[src/rtl/imem_loader_if.sv]
// imem_loader_if: byte-stream, memory-write and status signals of the instruction-memory loader
interface imem_loader_if #(parameter int ADDR_W = 6);
  logic load_start;
  logic [7:0] in_data;
  logic in_valid;
  logic in_ready;
  logic im_we;
  logic [ADDR_W-1:0] im_addr;
  logic [31:0] im_wdata;
  logic cpu_hold;
  logic load_done;
  logic load_err;
  logic [ADDR_W:0] words_loaded;
  modport master (
    output load_start, in_data, in_valid,
    input  in_ready, im_we, im_addr, im_wdata, cpu_hold, load_done, load_err, words_loaded
  );
  modport slave (
    input  load_start, in_data, in_valid,
    output in_ready, im_we, im_addr, im_wdata, cpu_hold, load_done, load_err, words_loaded
  );
endinterface

[src/rtl/imem_loader.sv]
// imem_loader: framed byte-stream loader writing little-endian words into instruction memory
module imem_loader #(parameter int ADDR_W = 6) (
  input logic clk,
  input logic rst,
  imem_loader_if.slave bus
);
  typedef enum logic [2:0] {IDLE, LEN_LO, LEN_HI, DATA, CSUM, DONE, ERR} state_t;
  localparam logic [16:0] CAP = 17'd1 << ADDR_W;
  state_t state, state_n;
  logic [15:0] len, n_len;
  logic [7:0] csum;
  logic [1:0] lane;
  logic [ADDR_W:0] wcnt;
  logic acc, last;
  assign bus.in_ready = (state inside {LEN_LO, LEN_HI, DATA, CSUM}) && !bus.load_start;
  assign acc = bus.in_valid && bus.in_ready;
  assign n_len = {bus.in_data, len[7:0]};
  assign last = 16'(wcnt) + 16'd1 == len;
  assign bus.cpu_hold = state != DONE;
  assign bus.load_done = state == DONE;
  assign bus.load_err = state == ERR;
  assign bus.words_loaded = wcnt;
  // state register
  always_ff @(posedge clk) state <= rst ? IDLE : state_n;
  // next state: restart wins over everything, otherwise advance on each accepted byte
  always_comb begin
    state_n = state;
    if (bus.load_start) state_n = LEN_LO;
    else if (acc)
      case (state)
        LEN_LO: state_n = LEN_HI;
        LEN_HI: state_n = {1'b0, n_len} > CAP ? ERR : n_len == 16'd0 ? CSUM : DATA;
        DATA: state_n = lane == 2'd3 && last ? CSUM : DATA;
        CSUM: state_n = bus.in_data == csum ? DONE : ERR;
        default: state_n = state;
      endcase
  end
  // length capture, lane assembly, running xor and the registered write port
  always_ff @(posedge clk) begin
    if (rst) begin
      len <= '0;
      csum <= '0;
      lane <= '0;
      wcnt <= '0;
      bus.im_we <= 1'b0;
      bus.im_addr <= '0;
      bus.im_wdata <= '0;
    end else begin
      bus.im_we <= 1'b0;
      if (bus.load_start) begin
        lane <= '0;
        wcnt <= '0;
        csum <= '0;
      end else if (acc) begin
        if (state == LEN_LO) len[7:0] <= bus.in_data;
        if (state == LEN_HI) len[15:8] <= bus.in_data;
        if (state == DATA) begin
          bus.im_wdata[{lane, 3'b000} +: 8] <= bus.in_data;
          csum <= csum ^ bus.in_data;
          lane <= lane + 2'd1;
          if (lane == 2'd3) begin
            bus.im_we <= 1'b1;
            bus.im_addr <= wcnt[ADDR_W-1:0];
            wcnt <= wcnt + (ADDR_W+1)'(1);
          end
        end
      end
    end
  end
endmodule

[src/flat_wrapper.sv]
// flat-port wrapper written by rule: the top's interface ports become plain ports
module imem_loader_flat 
#(parameter int ADDR_W = 6)
  (clk, rst, bus_load_start, bus_in_data, bus_in_valid, bus_in_ready, bus_im_we, bus_im_addr, bus_im_wdata, bus_cpu_hold, bus_load_done, bus_load_err, bus_words_loaded);
  imem_loader_if #(.ADDR_W(ADDR_W)) bus_i ();
  input logic clk;
  input logic rst;
  input wire logic [$bits(bus_i.load_start)-1:0] bus_load_start;
  input wire logic [$bits(bus_i.in_data)-1:0] bus_in_data;
  input wire logic [$bits(bus_i.in_valid)-1:0] bus_in_valid;
  output wire logic [$bits(bus_i.in_ready)-1:0] bus_in_ready;
  output wire logic [$bits(bus_i.im_we)-1:0] bus_im_we;
  output wire logic [$bits(bus_i.im_addr)-1:0] bus_im_addr;
  output wire logic [$bits(bus_i.im_wdata)-1:0] bus_im_wdata;
  output wire logic [$bits(bus_i.cpu_hold)-1:0] bus_cpu_hold;
  output wire logic [$bits(bus_i.load_done)-1:0] bus_load_done;
  output wire logic [$bits(bus_i.load_err)-1:0] bus_load_err;
  output wire logic [$bits(bus_i.words_loaded)-1:0] bus_words_loaded;
  assign bus_i.load_start = bus_load_start;
  assign bus_i.in_data = bus_in_data;
  assign bus_i.in_valid = bus_in_valid;
  assign bus_in_ready = bus_i.in_ready;
  assign bus_im_we = bus_i.im_we;
  assign bus_im_addr = bus_i.im_addr;
  assign bus_im_wdata = bus_i.im_wdata;
  assign bus_cpu_hold = bus_i.cpu_hold;
  assign bus_load_done = bus_i.load_done;
  assign bus_load_err = bus_i.load_err;
  assign bus_words_loaded = bus_i.words_loaded;
  imem_loader #(.ADDR_W(ADDR_W)) u_core (.clk(clk), .rst(rst), .bus(bus_i));
endmodule
[config.mk]
export PLATFORM = sky130hd
export DESIGN_NAME = imem_loader_flat
export DESIGN_NICKNAME = d
export VERILOG_FILES = /design/src/rtl/imem_loader_if.sv /design/src/rtl/imem_loader.sv /design/src/flat_wrapper.sv
export SDC_FILE = /design/constraint.sdc
export NUM_CORES = 1
export LEC_CHECK = 0
export BUFFER_PORTS_ARGS = -buffer_cell sky130_fd_sc_hd__buf_2
export CAP_MARGIN = 20
export CORE_MARGIN = 4
export CORE_UTILIZATION = 50
export DETAILED_ROUTE_END_ITERATION = 8
export GPL_TIMING_DRIVEN = 0
export HOLD_SLACK_MARGIN = 0.02
export PLACE_DENSITY_LB_ADDON = 0.12
export SYNTH_ARGS = -nofsm -noshare
export SYNTH_HDL_FRONTEND = slang
export SYNTH_SLANG_ARGS = --single-unit
[constraint.sdc]
create_clock -name clk -period 2 [get_ports clk]
set_clock_uncertainty 0.05 [all_clocks]
set_input_delay 0.1 -clock clk [delete_from_list [all_inputs] [get_ports clk]]
set_output_delay 0.1 -clock clk [all_outputs]
set_load 0.1 [all_outputs]
# Word-level counts from Yosys, hierarchy flattened
# Index checks and enable logic that the tools add are counted.
[word_totals]
regBits = 75
inputBits = 12
out_inout_bits = 50
[op_classes]
n_addsub = 4
n_lt_le_gt_ge = 1
eq_ne = 10
shift = 2
muxes = 9
n_bitwise = 4
n_reduce_logical = 18
[ops]
columns = ["cell", "n"]
rows = [
  ["$bwmux 32", 1],
  ["$shift 8x7->32 const A", 1],
  ["$shiftx 8x7->32", 1],
  ["$eq 16x16->1", 1],
  ["$gt 16x7->1 const B", 1],
  ["$logic_not 16->1", 1],
  ["$pmux 3 s4", 1],
  ["$reduce_and 3->1", 4],
  ["$eq 3x3->1 const B", 3],
  ["$mux 3", 3],
  ["$add 7x1->8 const B", 1],
  ["$eq 8x8->1", 1],
  ["$xor 8x8->8", 1],
  ["$add 7x1->7 const B", 1],
  ["$neg 5->7", 1],
  ["$eq 3x2->1 const B", 2],
  ["$reduce_and 2->1", 3],
  ["$reduce_bool 5->1", 1],
  ["$reduce_and 4->1", 1],
  ["$reduce_bool 4->1", 1],
  ["$reduce_or 4->1", 1],
  ["$eq 3x1->1 const B", 1],
  ["$logic_and 1x1->1", 3],
  ["$mux 1", 3],
  ["other kinds (8)", 10],
]

# Depth between registers and ports, before layout
[depth]
word_depth = 7
mapped_depth = 7

# Worst setup path after synthesis
# Ideal clock, no wire load.
[synth_path]
path_type = "reg-to-reg"
startpoint = "reg u_core.wcnt[0], in the netlist u_core.bus.words_loaded[0]"
endpoint = "reg u_core.state[0]"
setup_time_ps = 125
t_arrival_ps = 2411
slack_ps = -586
stages_incl_launch_ff = 8
path_buffers = 0
cell_sequence = "dfxtp_1 ha_1 nand3_1 nor3b_1 o2111ai_1 a211oi_2 o211ai_1 o2bb2ai_1"
[synth_via]
elab_chain_cells = 7
[synth_rtl]
columns = ["item", "line_no", "text"]
rows = [
  ["start, declared", "imem_loader.sv:13", "logic [ADDR_W:0] wcnt;"],
  ["start signal, assigned", "imem_loader.sv:64", "wcnt <= wcnt + (ADDR_W+1)'(1);"],
  ["$add 7x1->8", "imem_loader.sv:18", "assign last = 16'(wcnt) + 16'd1 == len;"],
  ["$eq 16x16->1", "imem_loader.sv:18", ""],
  ["$logic_and 1x1->1", "imem_loader.sv:33", "DATA: state_n = lane == 2'd3 && last ? CSUM : DATA;"],
  ["$mux 3", "imem_loader.sv:33", ""],
  ["$pmux 3 s4", "imem_loader.sv:30", "case (state)"],
  ["$mux 1", "imem_loader.sv:29", "else if (acc)"],
  ["$mux 1", "imem_loader.sv:28", "if (bus.load_start) state_n = LEN_LO;"],
  ["end signal, assigned", "imem_loader.sv:24", "always_ff @(posedge clk) state <= rst ? IDLE : state_n;"],
  ["end, declared", "imem_loader.sv:9", "state_t state, state_n;"],
]
# Every way passes these cells. The select of a mux whose other input is x is not followed.
# A chain may end at the register's enable or synchronous reset.

# Final worst setup path
[layout_path]
startpoint = "reg u_core.lane[0]"
endpoint = "reg u_core.state[0]"
[layout_via]
elab_chain_cells = 6
[layout_rtl]
columns = ["item", "line_no", "text"]
rows = [
  ["start, declared", "imem_loader.sv:12", "logic [1:0] lane;"],
  ["start signal, assigned", "imem_loader.sv:60", "lane <= lane + 2'd1;"],
  ["$eq 2x2->1", "imem_loader.sv:33", ""],
  ["$logic_and 1x1->1", "imem_loader.sv:33", ""],
  ["$mux 3", "imem_loader.sv:33", ""],
  ["$pmux 3 s4", "imem_loader.sv:30", ""],
  ["$mux 1", "imem_loader.sv:29", ""],
  ["$mux 1", "imem_loader.sv:28", ""],
]
# Every way passes these cells. The select of a mux whose other input is x is not followed.

==> impl_results.md <==
* Area contributors post-synth: dfxtp_1, nand2_1, a21oi_1, nand4_1, mux2i_1
* Die H at approximately 91 um
* Sequential area share after synthesis at 44.0%
* Initial antenna violation count at 0
* Fin. Hold Viols at 0
* Synth-to-layout area growth at 21.9%
* RSZ-0062 raised after global routing: yes
* CP Capture Type: flop
* Leading area contributor after synthesis: dfxtp_1
* First-pass GRT wire length at ~14 mm
* Period utilisation layout at 98.4%
* Crit Path Category: flop to flop
* Status: finished, final reports clean
* Slew @ Worst Pin at 648 ps
* Fillers at between 500 and 600
* CTS clk-pin slew, worst paths at 80 ps
* Crit path cell chain: ha_4 -> or4b_4 -> nor3_4 -> o2111ai_2 -> a211oi_2 -> o211ai_1 -> o2bb2ai_1
* Power Density at roughly 740 nW/um^2
* Initial drt markers at 145
* Worst Path Required at ~2200 ps
* CTS Buf Count at 9
* GRT Total Usage at between 20% and 30%
* #FFs+latches synth at 75
* Total power at between 3 and 4 mW
* Critical-path top delay cell: or4b_4
* TritonCTS clock tree: done
* CTS root buffer: clkbuf_8
* Distinct cells, synth at 42
* Cell row count at 29
* 1st-pass router iterations at 4
* Worst hold path type: primary input to flop
* # IOs at 62
* Placed insts at about 540
* Synthesized area at between 3000 and 4000 um^2
* Initial core utilization at a little over half
* Core area at roughly 6500 um^2
* Max-cap viol count at 0
* Origin of the critical flop-to-flop path: u_core.lane[0]
* Design area at 4160 um^2
* Post-DP HPWL at 5.88 mm
* DRC at 0
* Synth Instances at 405
* Wirelength per Cell at around 15 um
* Final WL at around 8.5 mm
* Clock buffer depth at 2
* Most frequent cells in the layout: nand2_1, dfxtp_1, buf_2
* EDFF count, synth at 0
* Synth top area share at around 44%
* Number of global-route vias before repair at between 2000 and 3000
* Total grt overflow at 0
* FMAX at about 0.5 GHz
* Share of layout cells above drive strength 1 at between 20% and 30%
* Slew headroom at a little under three fifths
* Die area at 8210 um^2
* Via/cell ratio at approximately 5.5
* Net Count, Synth at about 420
* Hold Path Origin: bus_in_valid
* Cell Area, Placed at roughly 3800 um^2
* Detail Route met3 WL at roughly 410 um
* Post-synth ARST share at 0%
* H-tree levels at 3
* Antenna-violating nets left at 0
* Setup TNS at 0 ps
* Max Used Layer: met4
* Mean post-synth cell area at around 8.4 um^2
* Metal1 wirelength at 3.87 mm
* N_diodes at 0
* Gpl congestion at 0.753
* Worst Setup SP: u_core.lane[0]
* Ys flop type: dfxtp_1
* DR WL met2 at around 4 mm
* Post-layout minimum cycle time at ~2000 ps
* Layout Cells excl Fill at roughly 560
* Worst EP arrival at about 2100 ps
* Port-buffer cells at 53
* YS warnings at 0
* Final Setup Violations at 0
* Via count of the routed design at 3046
* Reg2reg path depth at 7
* Clk_lat worst skew at around 340 ps
* Pleak at about 1.7 nW
* Final nets at 492
* Worst Hold Depth at 4
* Commonest non-fill, non-tap cell in the layout: nand2_1
* Largest net degree at the start of global routing at 15
* Max incr delay on CP at approximately 460 ps
* Peak supply drop at about 400 uV
* Top fanout value on the critical path at 4
* Die Wd at between 90 and 100 um
* Startpoint Class: flop
* Clock Sinks at 75
* Final Max Slew Viols at 0
==> final timing paths <==
check / to / slack [ps]
max: u_core.state[0] / 30
min: u_core.state[0] / 80
max reg2reg: u_core.state[0] / 30
min reg2reg: u_core.bus.im_wdata[27] / 400
==> final cells by class <==
| type | count | area, um^2 | area share, % |
|---|---|---|---|
| multi-input combinational | 293 | 1820 | 43.8 |
| timing repair buffer | 57 | 303 | 7.28 |
| sequential | 75 | 1530 | 36.7 |
| clock inverter | 7 | 123 | 2.95 |
| inverter | 6 | 26.3 | 0.631 |
| tap | 77 | 96.3 | 2.32 |
| buffer | 31 | 138 | 3.31 |
| clock buffer | 9 | 124 | 2.98 |
==> cell usage after synthesis (7+ instances only) <==
master and n:
nor2_1 38, mux2i_1 18, nand4_1 34, nand2_1 69, ha_1 7, dfxtp_1 75, nor4_1 7, a21oi_1 43
xor2_1 13, clkbuf_1 21, buf_2 8, xnor2_1 17
==> metrics by stage <==
stage               setup WS (ps)  hold WS [ps]  utilization, %
global placement             -215           367            58.5
CTS                         -9.77          75.1            63.3
floorplan                    35.7           212               -
finish                       31.5          78.8            64.1
global route                -28.7           112            64.1
detailed placement           -247           378            58.5
==> worst max-delay path, delay by kind of cell (launching register included) <==
family / cells / cell delay [ps]
adders and majority gates: 1 / 140
AOI/OAI and AO/OA: 4 / 670
and+or+nand+nor: 2 / 600
DFF: 1 / 380
==> power breakdown <==
group | leakage [nW] | switching, mW | internal (mW)
Combinational | 0.923 | 0.0988 | 0.0405
Clock | 0.125 | 0.599 | 0.841
Sequential | 0.611 | 0.00921 | 1.49
==> flip-flops by register name, summed over array words and instances, names as in the netlist <==
name,count
u_core.bus.words_loaded,7
u_core.csum,8
u_core.bus.im_addr,6
u_core.bus.im_wdata,32
u_core.bus.im_we,1
u_core.lane,2
u_core.len,16
u_core.state,3
==> kinds of logic after synthesis <==
kind of cell             Yosys count  synth area share, %
multiplexers                      18                 5.28
buffers and inverters             37                 4.58
AO/OA/AOI/OAI                     57                 9.49
AND/OR/NAND/NOR                  181                 26.4
XOR/XNOR                          30                 7.70
adder cells (fa/ha/maj)            7                 2.57
flip-flops                        75                 44.0
==> metal layers <==
metal	track usage, %	vias up
met5	0	-
met4	9.18	0
met3	5.42	12
met2	34.6	72
li1	-	1539
met1	26.6	1423
==> what timing repair did <==
item,in CTS,in global routing
gates cloned,0,0
endpoints found under the hold margin,1,0
hold buffers,1,0
resized for setup,11,10
pin swaps,1,1
setup buffers,2,1
setup endpoints to repair,37,27
(Power assumes the default switching activity.)
